--- config.mk ---
export PLATFORM = sky130hd
export DESIGN_NAME = hdmi_tmds_encoder_flat
export DESIGN_NICKNAME = d
export VERILOG_FILES = /design/src/rtl/hdmi_tmds_encoder_pkg.sv /design/src/rtl/hdmi_tmds_encoder_if.sv /design/src/rtl/hdmi_tmds_encoder_qm_stage.sv /design/src/rtl/hdmi_tmds_encoder.sv /design/src/flat_wrapper.sv
export SDC_FILE = /design/constraint.sdc
export NUM_CORES = 1
export LEC_CHECK = 0
export ABC_AREA = 1
export CAP_MARGIN = 20
export CORE_MARGIN = 5
export CORE_UTILIZATION = 52
export CTS_BUF_LIST = sky130_fd_sc_hd__clkbuf_2 sky130_fd_sc_hd__clkbuf_4 sky130_fd_sc_hd__clkbuf_8
export DETAILED_ROUTE_END_ITERATION = 16
export PLACE_DENSITY = 0.78
export SLEW_MARGIN = 20
export SYNTH_ARGS = -nofsm -noshare
export SYNTH_HDL_FRONTEND = slang
export SYNTH_HIERARCHICAL = 1
export SYNTH_SLANG_ARGS = --single-unit
--- constraint.sdc ---
create_clock -name clk_i -period 3.99 [get_ports clk_i]
set_input_delay 1.197 -clock clk_i [delete_from_list [all_inputs] [get_ports clk_i]]
set_output_delay 1.197 -clock clk_i [all_outputs]
set_load 0.05 [all_outputs]
--- src/rtl/hdmi_tmds_encoder_pkg.sv ---
// -----------------------------------------------------------------------------
// hdmi_tmds_pkg
// Shared constants and helpers for the TMDS channel encoder: control tokens,
// video guard bands, the TERC4 data-island table, the pipeline mode enum and
// a small popcount helper. Symbols are written MSB first; bit 0 goes on the
// wire first.
// -----------------------------------------------------------------------------
package hdmi_tmds_pkg;

  typedef enum logic [1:0] {CTRL, VIDEO, VGB, ISLAND} mode_e;

  localparam logic [9:0] CTRL_TOKEN_00 = 10'b1101010100;
  localparam logic [9:0] CTRL_TOKEN_01 = 10'b0010101011;
  localparam logic [9:0] CTRL_TOKEN_10 = 10'b0101010100;
  localparam logic [9:0] CTRL_TOKEN_11 = 10'b1010101011;

  localparam logic [9:0] VGB_CH02 = 10'b1011001100;
  localparam logic [9:0] VGB_CH1  = 10'b0100110011;

  function automatic logic [9:0] ctrl_token(input logic [1:0] c);
    logic [9:0] t;
    case (c)
      2'b00:   t = CTRL_TOKEN_00;
      2'b01:   t = CTRL_TOKEN_01;
      2'b10:   t = CTRL_TOKEN_10;
      default: t = CTRL_TOKEN_11;
    endcase
    return t;
  endfunction

  function automatic logic [9:0] terc4(input logic [3:0] a);
    logic [9:0] t;
    case (a)
      4'd0:    t = 10'b1010011100;
      4'd1:    t = 10'b1001100011;
      4'd2:    t = 10'b1011100100;
      4'd3:    t = 10'b1011100010;
      4'd4:    t = 10'b0101110001;
      4'd5:    t = 10'b0100011110;
      4'd6:    t = 10'b0110001110;
      4'd7:    t = 10'b0100111100;
      4'd8:    t = 10'b1011001100;
      4'd9:    t = 10'b0100111001;
      4'd10:   t = 10'b0110011100;
      4'd11:   t = 10'b1011000110;
      4'd12:   t = 10'b1010001110;
      4'd13:   t = 10'b1001110001;
      4'd14:   t = 10'b0101100011;
      default: t = 10'b1011000011;
    endcase
    return t;
  endfunction

  function automatic logic [3:0] popcount8(input logic [7:0] v);
    logic [3:0] n;
    n = 4'd0;
    for (int i = 0; i < 8; i++) n = n + {3'b000, v[i]};
    return n;
  endfunction

endpackage

--- src/rtl/hdmi_tmds_encoder_if.sv ---
// -----------------------------------------------------------------------------
// hdmi_tmds_encoder_if
// Per-channel pixel-side bundle of the TMDS encoder.
//   de_i/vgb_i/island_i : period qualifiers (video > guard band > island > ctrl)
//   data_i  : 8-bit pixel component     aux_i  : TERC4 nibble
//   ctrl_i  : {C1,C0} control bits       tmds_o : 10-bit symbol, LSB first
//   disp_o  : running disparity (debug)
// master = pixel source, slave = encoder.
// -----------------------------------------------------------------------------
interface hdmi_tmds_encoder_if;
  logic              de_i;
  logic              vgb_i;
  logic              island_i;
  logic [7:0]        data_i;
  logic [3:0]        aux_i;
  logic [1:0]        ctrl_i;
  logic [9:0]        tmds_o;
  logic signed [4:0] disp_o;

  modport master (output de_i, vgb_i, island_i, data_i, aux_i, ctrl_i,
                  input  tmds_o, disp_o);
  modport slave  (input  de_i, vgb_i, island_i, data_i, aux_i, ctrl_i,
                  output tmds_o, disp_o);
endinterface

--- src/rtl/hdmi_tmds_encoder_qm_stage.sv ---
// -----------------------------------------------------------------------------
// tmds_qm_stage
// Combinational transition-minimisation stage of 8b/10b TMDS video coding.
//   data_i : pixel component
//   qm_o   : q_m[8:0]; q_m[8]=1 marks the XOR chain, 0 the XNOR chain
// -----------------------------------------------------------------------------
module tmds_qm_stage
  import hdmi_tmds_pkg::*;
(
  input  logic [7:0] data_i,
  output logic [8:0] qm_o
);

  logic [3:0] n1;
  logic       use_xnor;
  logic [7:0] chain;

  // NOTE: every variable written here gets a value on every path, so no latch is inferred.
  always_comb begin
    n1       = popcount8(data_i);
    // The N1==4 tie is broken on D[0] so the choice is deterministic.
    use_xnor = (n1 > 4'd4) || ((n1 == 4'd4) && !data_i[0]);
    chain    = '0;
    chain[0] = data_i[0];
    for (int i = 1; i < 8; i++) begin
      chain[i] = use_xnor ? ~(chain[i-1] ^ data_i[i]) : (chain[i-1] ^ data_i[i]);
    end
    qm_o = {~use_xnor, chain};
  end

endmodule

--- src/rtl/hdmi_tmds_encoder.sv ---
// -----------------------------------------------------------------------------
// hdmi_tmds_encoder
// One HDMI/DVI TMDS channel: video 8b/10b with DC balance, control tokens,
// TERC4 data-island symbols and video guard bands. Fixed 2-cycle latency in
// every mode; mode and side data travel with q_m so switches are cycle-exact.
//   CHANNEL : 0..2, selects the guard-band pattern
//   clk_i   : pixel clock        rst_i : synchronous active-high reset
//   bus     : hdmi_tmds_encoder_if.slave (inputs, tmds_o, disp_o)
// -----------------------------------------------------------------------------
module hdmi_tmds_encoder
  import hdmi_tmds_pkg::*;
#(
  parameter int unsigned CHANNEL = 0
) (
  input  logic                 clk_i,
  input  logic                 rst_i,
  hdmi_tmds_encoder_if.slave   bus
);

  // ---------------- stage 1: q_m and mode ----------------
  logic [8:0] qm_d;
  mode_e      mode_d;

  mode_e      mode_q;
  logic [8:0] qm_q;
  logic [1:0] ctrl_q;
  logic [3:0] aux_q;

  tmds_qm_stage u_qm (
    .data_i (bus.data_i),
    .qm_o   (qm_d)
  );

  always_comb begin
    if (bus.de_i)          mode_d = VIDEO;
    else if (bus.vgb_i)    mode_d = VGB;
    else if (bus.island_i) mode_d = ISLAND;
    else                   mode_d = CTRL;
  end

  // NOTE: sequential state uses non-blocking assignments so all registers update together.
  always_ff @(posedge clk_i) begin
    if (rst_i) begin
      mode_q <= CTRL;
      qm_q   <= '0;
      ctrl_q <= 2'b00;
      aux_q  <= '0;
    end else begin
      mode_q <= mode_d;
      qm_q   <= qm_d;
      ctrl_q <= bus.ctrl_i;
      aux_q  <= bus.aux_i;
    end
  end

  // ---------------- stage 2: symbol select and DC balance ----------------
  logic [3:0]        n1;
  logic signed [5:0] diff;      // n1 - n0 of q_m[7:0]
  logic signed [5:0] cnt_ext;
  logic signed [5:0] cnt_sum;
  logic signed [4:0] cnt_d, cnt_q;
  logic [9:0]        tmds_d, tmds_q;

  always_comb begin
    n1      = popcount8(qm_q[7:0]);
    diff    = $signed({1'b0, n1, 1'b0}) - 6'sd8;
    cnt_ext = {cnt_q[4], cnt_q};
    // Any non-video symbol restarts the disparity count from zero.
    cnt_sum = '0;
    tmds_d  = ctrl_token(ctrl_q);
    case (mode_q)
      VIDEO: begin
        if ((cnt_q == 5'sd0) || (diff == 6'sd0)) begin
          tmds_d  = {~qm_q[8], qm_q[8], qm_q[8] ? qm_q[7:0] : ~qm_q[7:0]};
          cnt_sum = qm_q[8] ? (cnt_ext + diff) : (cnt_ext - diff);
        end else if (((cnt_q > 5'sd0) && (diff > 6'sd0)) ||
                     ((cnt_q < 5'sd0) && (diff < 6'sd0))) begin
          // Invert the payload to pull the running disparity back toward 0.
          tmds_d  = {1'b1, qm_q[8], ~qm_q[7:0]};
          cnt_sum = cnt_ext - diff + (qm_q[8] ? 6'sd2 : 6'sd0);
        end else begin
          tmds_d  = {1'b0, qm_q[8], qm_q[7:0]};
          cnt_sum = cnt_ext + diff - (qm_q[8] ? 6'sd0 : 6'sd2);
        end
      end
      VGB:     tmds_d = (CHANNEL == 1) ? VGB_CH1 : VGB_CH02;
      ISLAND:  tmds_d = terc4(aux_q);
      default: ;
    endcase
    // The coding rules keep |cnt| <= 10, so the 5-bit truncation is lossless.
    cnt_d = cnt_sum[4:0];
  end

  always_ff @(posedge clk_i) begin
    if (rst_i) begin
      tmds_q <= CTRL_TOKEN_00;
      cnt_q  <= '0;
    end else begin
      tmds_q <= tmds_d;
      cnt_q  <= cnt_d;
    end
  end

  assign bus.tmds_o = tmds_q;
  assign bus.disp_o = cnt_q;

endmodule

--- src/flat_wrapper.sv ---
// flat-port wrapper written by rule: the top's interface ports become plain ports
module hdmi_tmds_encoder_flat import hdmi_tmds_pkg::*;
#(
  parameter int unsigned CHANNEL = 0
)
  (clk_i, rst_i, bus_de_i, bus_vgb_i, bus_island_i, bus_data_i, bus_aux_i, bus_ctrl_i, bus_tmds_o, bus_disp_o);
  hdmi_tmds_encoder_if bus_i ();
  input  logic clk_i;
  input  logic rst_i;
  input wire logic [$bits(bus_i.de_i)-1:0] bus_de_i;
  input wire logic [$bits(bus_i.vgb_i)-1:0] bus_vgb_i;
  input wire logic [$bits(bus_i.island_i)-1:0] bus_island_i;
  input wire logic [$bits(bus_i.data_i)-1:0] bus_data_i;
  input wire logic [$bits(bus_i.aux_i)-1:0] bus_aux_i;
  input wire logic [$bits(bus_i.ctrl_i)-1:0] bus_ctrl_i;
  output wire logic [$bits(bus_i.tmds_o)-1:0] bus_tmds_o;
  output wire logic [$bits(bus_i.disp_o)-1:0] bus_disp_o;
  assign bus_i.de_i = bus_de_i;
  assign bus_i.vgb_i = bus_vgb_i;
  assign bus_i.island_i = bus_island_i;
  assign bus_i.data_i = bus_data_i;
  assign bus_i.aux_i = bus_aux_i;
  assign bus_i.ctrl_i = bus_ctrl_i;
  assign bus_tmds_o = bus_i.tmds_o;
  assign bus_disp_o = bus_i.disp_o;
  hdmi_tmds_encoder #(.CHANNEL(CHANNEL)) u_core (.clk_i(clk_i), .rst_i(rst_i), .bus(bus_i));
endmodule
; ---- Word level (Yosys, flattened, before mapping)
; Memories as Yosys holds them, arrays and structs flattened. A register that Yosys moved wholly into a read port is not among the register bits.
; Cells that the tools add are included.
[totals]
regBits = 28
romBits = 160
input_bits = 19
out_inout_bits = 15
word_cells = 88
n_memories = 1
[mem_list]
columns = name, depth, width, rd, rd_clocked_by_memory_dff, wr, line
row1 = (name not given), 16, 10, 1, 1, 0, hdmi_tmds_encoder_pkg.sv:33  ; case (a)
[classes]
add_sub_neg = 19
order_cmp = 5
eq_ne = 6
mux = 21
n_bitwise = 18
n_reduce_logical = 12
[ops]
columns = op, n
row1 = 10-bit case mux with 3 select lines, 2
row2 = 4-bit by 1-bit adder with 4-bit output, 10
row3 = 10-bit two-way mux, 2
row4 = 5-bit two-way mux, 3
row5 = 5-bit adder, 2
row6 = 1-bit NOT, 10
row7 = 5-bit subtractor, 2
row8 = 1-bit two-way mux, 8
row9 = 2-bit two-way mux, 4
row10 = 8-bit two-way mux, 1
row11 = 8-bit NOT, 1
row12 = 1-bit XOR, 7
row13 = "2-bit equality test, second input constant", 3
row14 = "6-bit by 1-bit greater-than comparator with 1-bit output, second input constant", 1
row15 = 6-bit zero test, 1
row16 = "6-bit by 1-bit less-than comparator with 1-bit output, second input constant", 1
row17 = "5-bit by 4-bit subtractor with 6-bit output, second input constant", 1
row18 = "5-bit by 1-bit greater-than comparator with 1-bit output, second input constant", 1
row19 = 5-bit zero test, 1
row20 = "5-bit by 1-bit less-than comparator with 1-bit output, second input constant", 1
row21 = 1-bit by 1-bit adder with 2-bit output, 2
row22 = 3-bit by 1-bit adder with 4-bit output, 1
row23 = "2-bit by 1-bit equality test with 1-bit output, second input constant", 2
row24 = "4-bit by 3-bit equality test with 1-bit output, second input constant", 1
row25 = other kinds (8), 13

; ---- Longest topological paths before layout
; Gate-level depths: netlist (run 1).
[logic_depth]
word_depth = 29
mapped_depth = 22
depth_no_buf = 22

; ---- Hierarchy
; The synthesis (run 1) kept the hierarchy.
[by_module_without_submodules]
columns = mod, instances, cells_each, area_per_inst_um2, seq_area_each_um2
row1 = hdmi_tmds_encoder, 1, 325, 2368.5, 740.7
row2 = tmds_qm_stage, 1, 60, 435.4, 0.0

; ---- Worst setup path before layout (run 1)
; No wires, ideal clock.
[synth_timing]
path_kind = input port to flip-flop
startpoint = input port bus_data_i[0]
endpoint = register u_core.qm_q[7]
setup_ps = 128
t_arrival_ps = 4077
t_required_ps = 3862
slack_ps = -215
cell_stages = 17
n_path_buf = 0
path_cell_list = inv_2 fa_1 fa_1 fa_1 inv_1 ha_1 fa_1 nor2_1 nand2_1 a21oi_4 nand2_1 nand2_1 inv_1 nand3_1 nand2_1 inv_1 nor2_1
[synth_via]
elab_chain_cells = 29
elab_cells_between_ends = 33
classes_between = 7 x add/sub / 1 x order compare / 1 x eq/ne / 7 x mux / 14 x bitwise / 3 x reduce/logical
[synth_lines]
columns = element, line
row1 = from (decl), flat_wrapper.sv:13  ; input wire logic [$bits(bus_i.data_i)-1:0] bus_data_i;
row2 = branches (longest 28 deep; another with 3-bit by 1-bit adder with 4-bit output), n/a
row3 = 1-bit two-way mux *, hdmi_tmds_encoder_qm_stage.sv:26  ; chain[i] = use_xnor ? ~(chain[i-1] ^ data_i[i]) : (chain[i-1] ^ data_i[i]);
row4 = net u_core.qm_d[7], hdmi_tmds_encoder.sv:21  ; logic [8:0] qm_d;
row5 = to (signal assigned), hdmi_tmds_encoder.sv:50  ; qm_q <= qm_d;
row6 = to (decl), hdmi_tmds_encoder.sv:25  ; logic [8:0] qm_q;
; Mark *: on every way through the listed nets, which the timed path passes.
; A chain may end at the register's enable or synchronous reset.

; ---- Worst setup path after layout (run 1)
[layout_timing]
startpoint = input port bus_data_i[3]
endpoint = register u_core.qm_q[7]
[layout_via]
elab_chain_cells = 27
elab_cells_between_ends = 28
classes_between = 5 x add/sub / 1 x order compare / 1 x eq/ne / 7 x mux / 12 x bitwise / 2 x reduce/logical
[layout_lines]
columns = element, line
row1 = branches (longest 26 deep; another with 3-bit by 1-bit adder with 4-bit output), n/a
row2 = 1-bit two-way mux *, hdmi_tmds_encoder_qm_stage.sv:26
row3 = net u_core.qm_d[7], hdmi_tmds_encoder.sv:21
; Marks and branches as above.

==> summary.md, run 1 <==
| Metric | Value |
|---|---|
| Status | `finished, violations left` |
| Failing checks | `negative setup slack` |
| Mean routed wirelength per cell | `11.5 um` |
| Die ar. | `6960 um^2` |
| EDFF count, synth | `0` |
| First-pass GRT wire length | `9.40 mm` |
| Pin count of the biggest net entering global routing | `16` |
| Die Y | `83.4 um` |
| Layout cells sized above 1 | `between 20% and 30%` |
| Total GRT Usage | `between 10% and 20%` |
| Worst hold path type | `reg -> reg` |
| Antenna fix cells | `0` |
| Worst hold slack | `roughly 0.47 ns` |
| First-pass DRT Iterations | `6` |
| Initial antenna violation count | `0` |
| Post-synth ARST share | `0%` |
| Synth Instances | `385` |
| RSZ-0062 raised after global routing | `true` |
| Count of different cell masters after synthesis | `36` |
| CTS max path bufs | `2` |
| Actual slew at the worst max-slew pin | `0.596 ns` |
| Gpl congestion | `~0.83` |
| Met3 Use GR | `under 10%` |
| Met2 Resource Use GR | `28.3%` |
| Final Max Tran Viols | `0` |
| Clock-pin transition on the worst setup and hold timing paths | `0.07 ns` |
| I/O pin count | `34` |
| CP Max Fanout | `3` |
| DRT iter0 DRCs | `165` |
| Die Wd | `83.4 um` |
| Vias/cell | `4.89` |
| Detail Placement HPWL | `4.68 mm` |
| Ys flop type | `dfxtp_1` |
| Hold Vio Cnt, Final | `0` |
| Design area | `approximately 3600 um^2` |
| VDD IR max | `between 0.0004 and 0.0005 V` |
| Register area | `between 700 and 800 um^2` |
| Residual DRC count | `0` |
| Met1 usage | `20.0%` |
| Worst R2R Setup Slack | `~0.010 ns` |
| Yosys top cell by area | `dfxtp_1` |
| Port Buffers | `32` |
| Layout area overhead | `28.6%` |
| WL final | `5.87 mm` |
| Post-DP Area | `around 3300 um^2` |
| Clock sinks | `37` |
| Core area | `5170 um^2` |
| Slew headroom | `approximately three fifths` |
| Clk root buf | `clkbuf_8` |
| Num rows | `26` |
| Final net count | `slightly below 500` |
| Mapped Nets | `444` |
| GRT overflow | `0` |
| Clock skew | `around 0.0017 ns` |
| Synth top area share | `26.4%` |
| Worst-skew pair later-pin latency | `about 0.28 ns` |
| Crit path DAT | `4.22 ns` |
| Max-cap violations | `0` |
| Critical Path End Type | `register` |
| Synth Area per Inst | `7.28 um^2` |
| YS warnings | `6` |
| Crit share post-route | `101%` |
| Yosys reg bits | `37` |
| Vias in the first global route | `roughly 2,200` |
| Synth area leaders | `dfxtp_1 (26%), ha_1 (13%), inv_1 (10%), nand2_1 (9.8%), fa_1 (7.1%)` |
| Final ANT Viol Nets | `0` |
| Post-synthesis cell area | `about 2800 um^2` |
| CP startpoint kind | `input port` |
| Layer carrying the most global-route usage | `met2` |
| Setup violators final | `4` |
| Fillers | `402` |
| Starting Density | `54.2%` |
| Min cycle time layout | `4.05 ns` |
| Area of the multi-input gates | `between 1500 and 2000 um^2` |
| Vias | `2,491` |
| Clock buffer count from CTS | `5` |
| CTS tree | `done` |
| Leading cell types by count after synthesis | `inv_1 (77), nand2_1 (73), dfxtp_1 (37)` |
| Critical Path RT | `between 4 and 5 ns` |
| Crit path kind | `in -> reg` |
| Pre-CTS setup slack | `-0.855 ns` |
| Final worst setup slack | `-0.0572 ns` |
| Count leader, synth | `inv_1` |
| H-tree Lvls | `2` |
| PD cells | `roughly 850 nW/um^2` |
| Max Fclk | `~250 MHz` |
| Static leakage | `1.81 nW` |
| Post-synthesis sequential area ratio | `26.4%` |
## metal layers
metal | share of wire, % | wire length (um)
met1 | 44 | 2550
met2 | 49 | 2870
met3 | 5.9 | 349
met4 | 1.7 | 97
met5 | 0 | 0
## critical path, stage by stage
cell	delay (ns)
buf_8	0.08
inv_4	0.03
fa_1	0.51
fa_1	0.51
fa_1	0.50
inv_1	0.05
ha_2	0.17
fa_1	0.43
nor2_1	0.10
nand2_1	0.09
a21oi_4	0.16
nand2_1	0.09
nand2_2	0.08
inv_1	0.04
nand3_1	0.06
nand2_1	0.05
inv_1	0.04
nor2_1	0.03
## path summary, 6_finish.rpt
path	start	to	depth (start not counted)
setup / recovery	bus_data_i[3]	u_core/qm_q[7]	18
hold / removal	register	u_core/bus.tmds_o[4]	2
setup reg to reg	u_core/qm_q[0]	u_core/bus.disp_o[4]	16
hold reg to reg	register	u_core/bus.tmds_o[4]	2
## layout make-up
cell class | count | area share [%]
sequential | 37 | 20.6
multi-input combinational | 261 | 51.4
clock inverter | 1 | 0.832
clock buffer | 7 | 2.50
timing repair buffer | 51 | 13.4
inverter | 82 | 8.81
tap | 70 | 2.43
## placed cells by master (no fill, tap or decap), types with 2 or more instances in the layout
| master | Yosys | layout |
|---|---|---|
| nand2_1 | 73 | 68 |
| a21oi_1 | 20 | 19 |
| o21ai_0 | 22 | 21 |
| nand3b_1 | 2 | 2 |
| nor2_4 | 1 | 2 |
| nand3_2 | 5 | 8 |
| o21ai_2 | 0 | 2 |
| dfxtp_1 | 37 | 34 |
| ha_2 | 0 | 2 |
| ha_4 | 0 | 4 |
| buf_4 | 2 | 17 |
| inv_2 | 4 | 10 |
| nand2_2 | 6 | 11 |
| nor2_1 | 31 | 29 |
| nand4_1 | 3 | 3 |
| o211ai_1 | 2 | 2 |
| fa_2 | 0 | 2 |
| buf_8 | 0 | 2 |
| nand3_1 | 23 | 20 |
| a31oi_1 | 3 | 3 |
| or2_2 | 3 | 2 |
| dfxtp_2 | 0 | 3 |
| buf_6 | 1 | 3 |
| fa_1 | 10 | 8 |
| clkdlybuf4s50_1 | 0 | 29 |
| inv_1 | 77 | 69 |
| ha_1 | 30 | 24 |
| xor2_1 | 7 | 6 |
| nand2_4 | 6 | 7 |
| clkbuf_8 | 0 | 6 |
## where the power goes
part / internal [mW] / leakage (nW) / switching [mW]
logic: 0.958 / 1.44 / 1.28
registers: 0.440 / 0.309 / 0.0633
clock network: 0.210 / 0.0619 / 0.120
total: 1.61 / 1.81 / 1.46
## cells by family (layout without fill, tap and decap cells)
logic type	after synthesis	after routing	share of synthesized area, %
AOI/OAI and AO/OA	56	56	11.8
xor gates and xnor gates	8	8	2.50
adders and majority gates	40	40	20.5
buffers and inverters	88	141	12.3
DFF	37	37	26.4
other	1	1	0.134
and+or+nand+nor	155	156	26.3
## repair_timing
item	in CTS	in global routing
setup buffers	2	4
resized for setup	28	30
pin swaps	14	15
hold buffers	0	0
gates cloned	0	1
endpoints found under the setup margin	9	16
## per-stage QoR
step	std cells	total power, mW	setup TNS, ns	utilization [%]
2_1_floorplan	385	1.87	-0.182	-
3_3_place_gp	495	2.25	-3.71	63.6
3_5_place_dp	495	2.31	-4.28	63.6
4_1_cts	504	2.76	-0.358	66.5
5_1_grt	509	3.33	-0.934	69.7
6_report	509	3.07	-0.131	69.7
(Power assumes the default switching activity.)
==> inputs of run 2 (changes only) <==
--- a/config.mk
+++ b/config.mk
@@ -11,4 +11,5 @@
 export CORE_UTILIZATION = 52
 export CTS_BUF_LIST = sky130_fd_sc_hd__clkbuf_2 sky130_fd_sc_hd__clkbuf_4 sky130_fd_sc_hd__clkbuf_8
+export CTS_CLUSTER_SIZE = 24
 export DETAILED_ROUTE_END_ITERATION = 16
 export PLACE_DENSITY = 0.78
==> constraint.sdc (replaced) <==
create_clock -name clk_i -period 3.99 [get_ports clk_i]
set_input_delay 1.197 -clock clk_i [delete_from_list [all_inputs] [get_ports clk_i]]
set_output_delay 1.197 -clock clk_i [all_outputs]
set_load 0.02 [all_outputs]
==> results of run 2 <==
The final DEF is identical to that of run 1. Status: finished, violations left: negative setup slack.
Main changes from that run: total power 3.07 mW -> 2.99 mW; worst IR drop on VDD 0.000485 V -> 0.000455 V
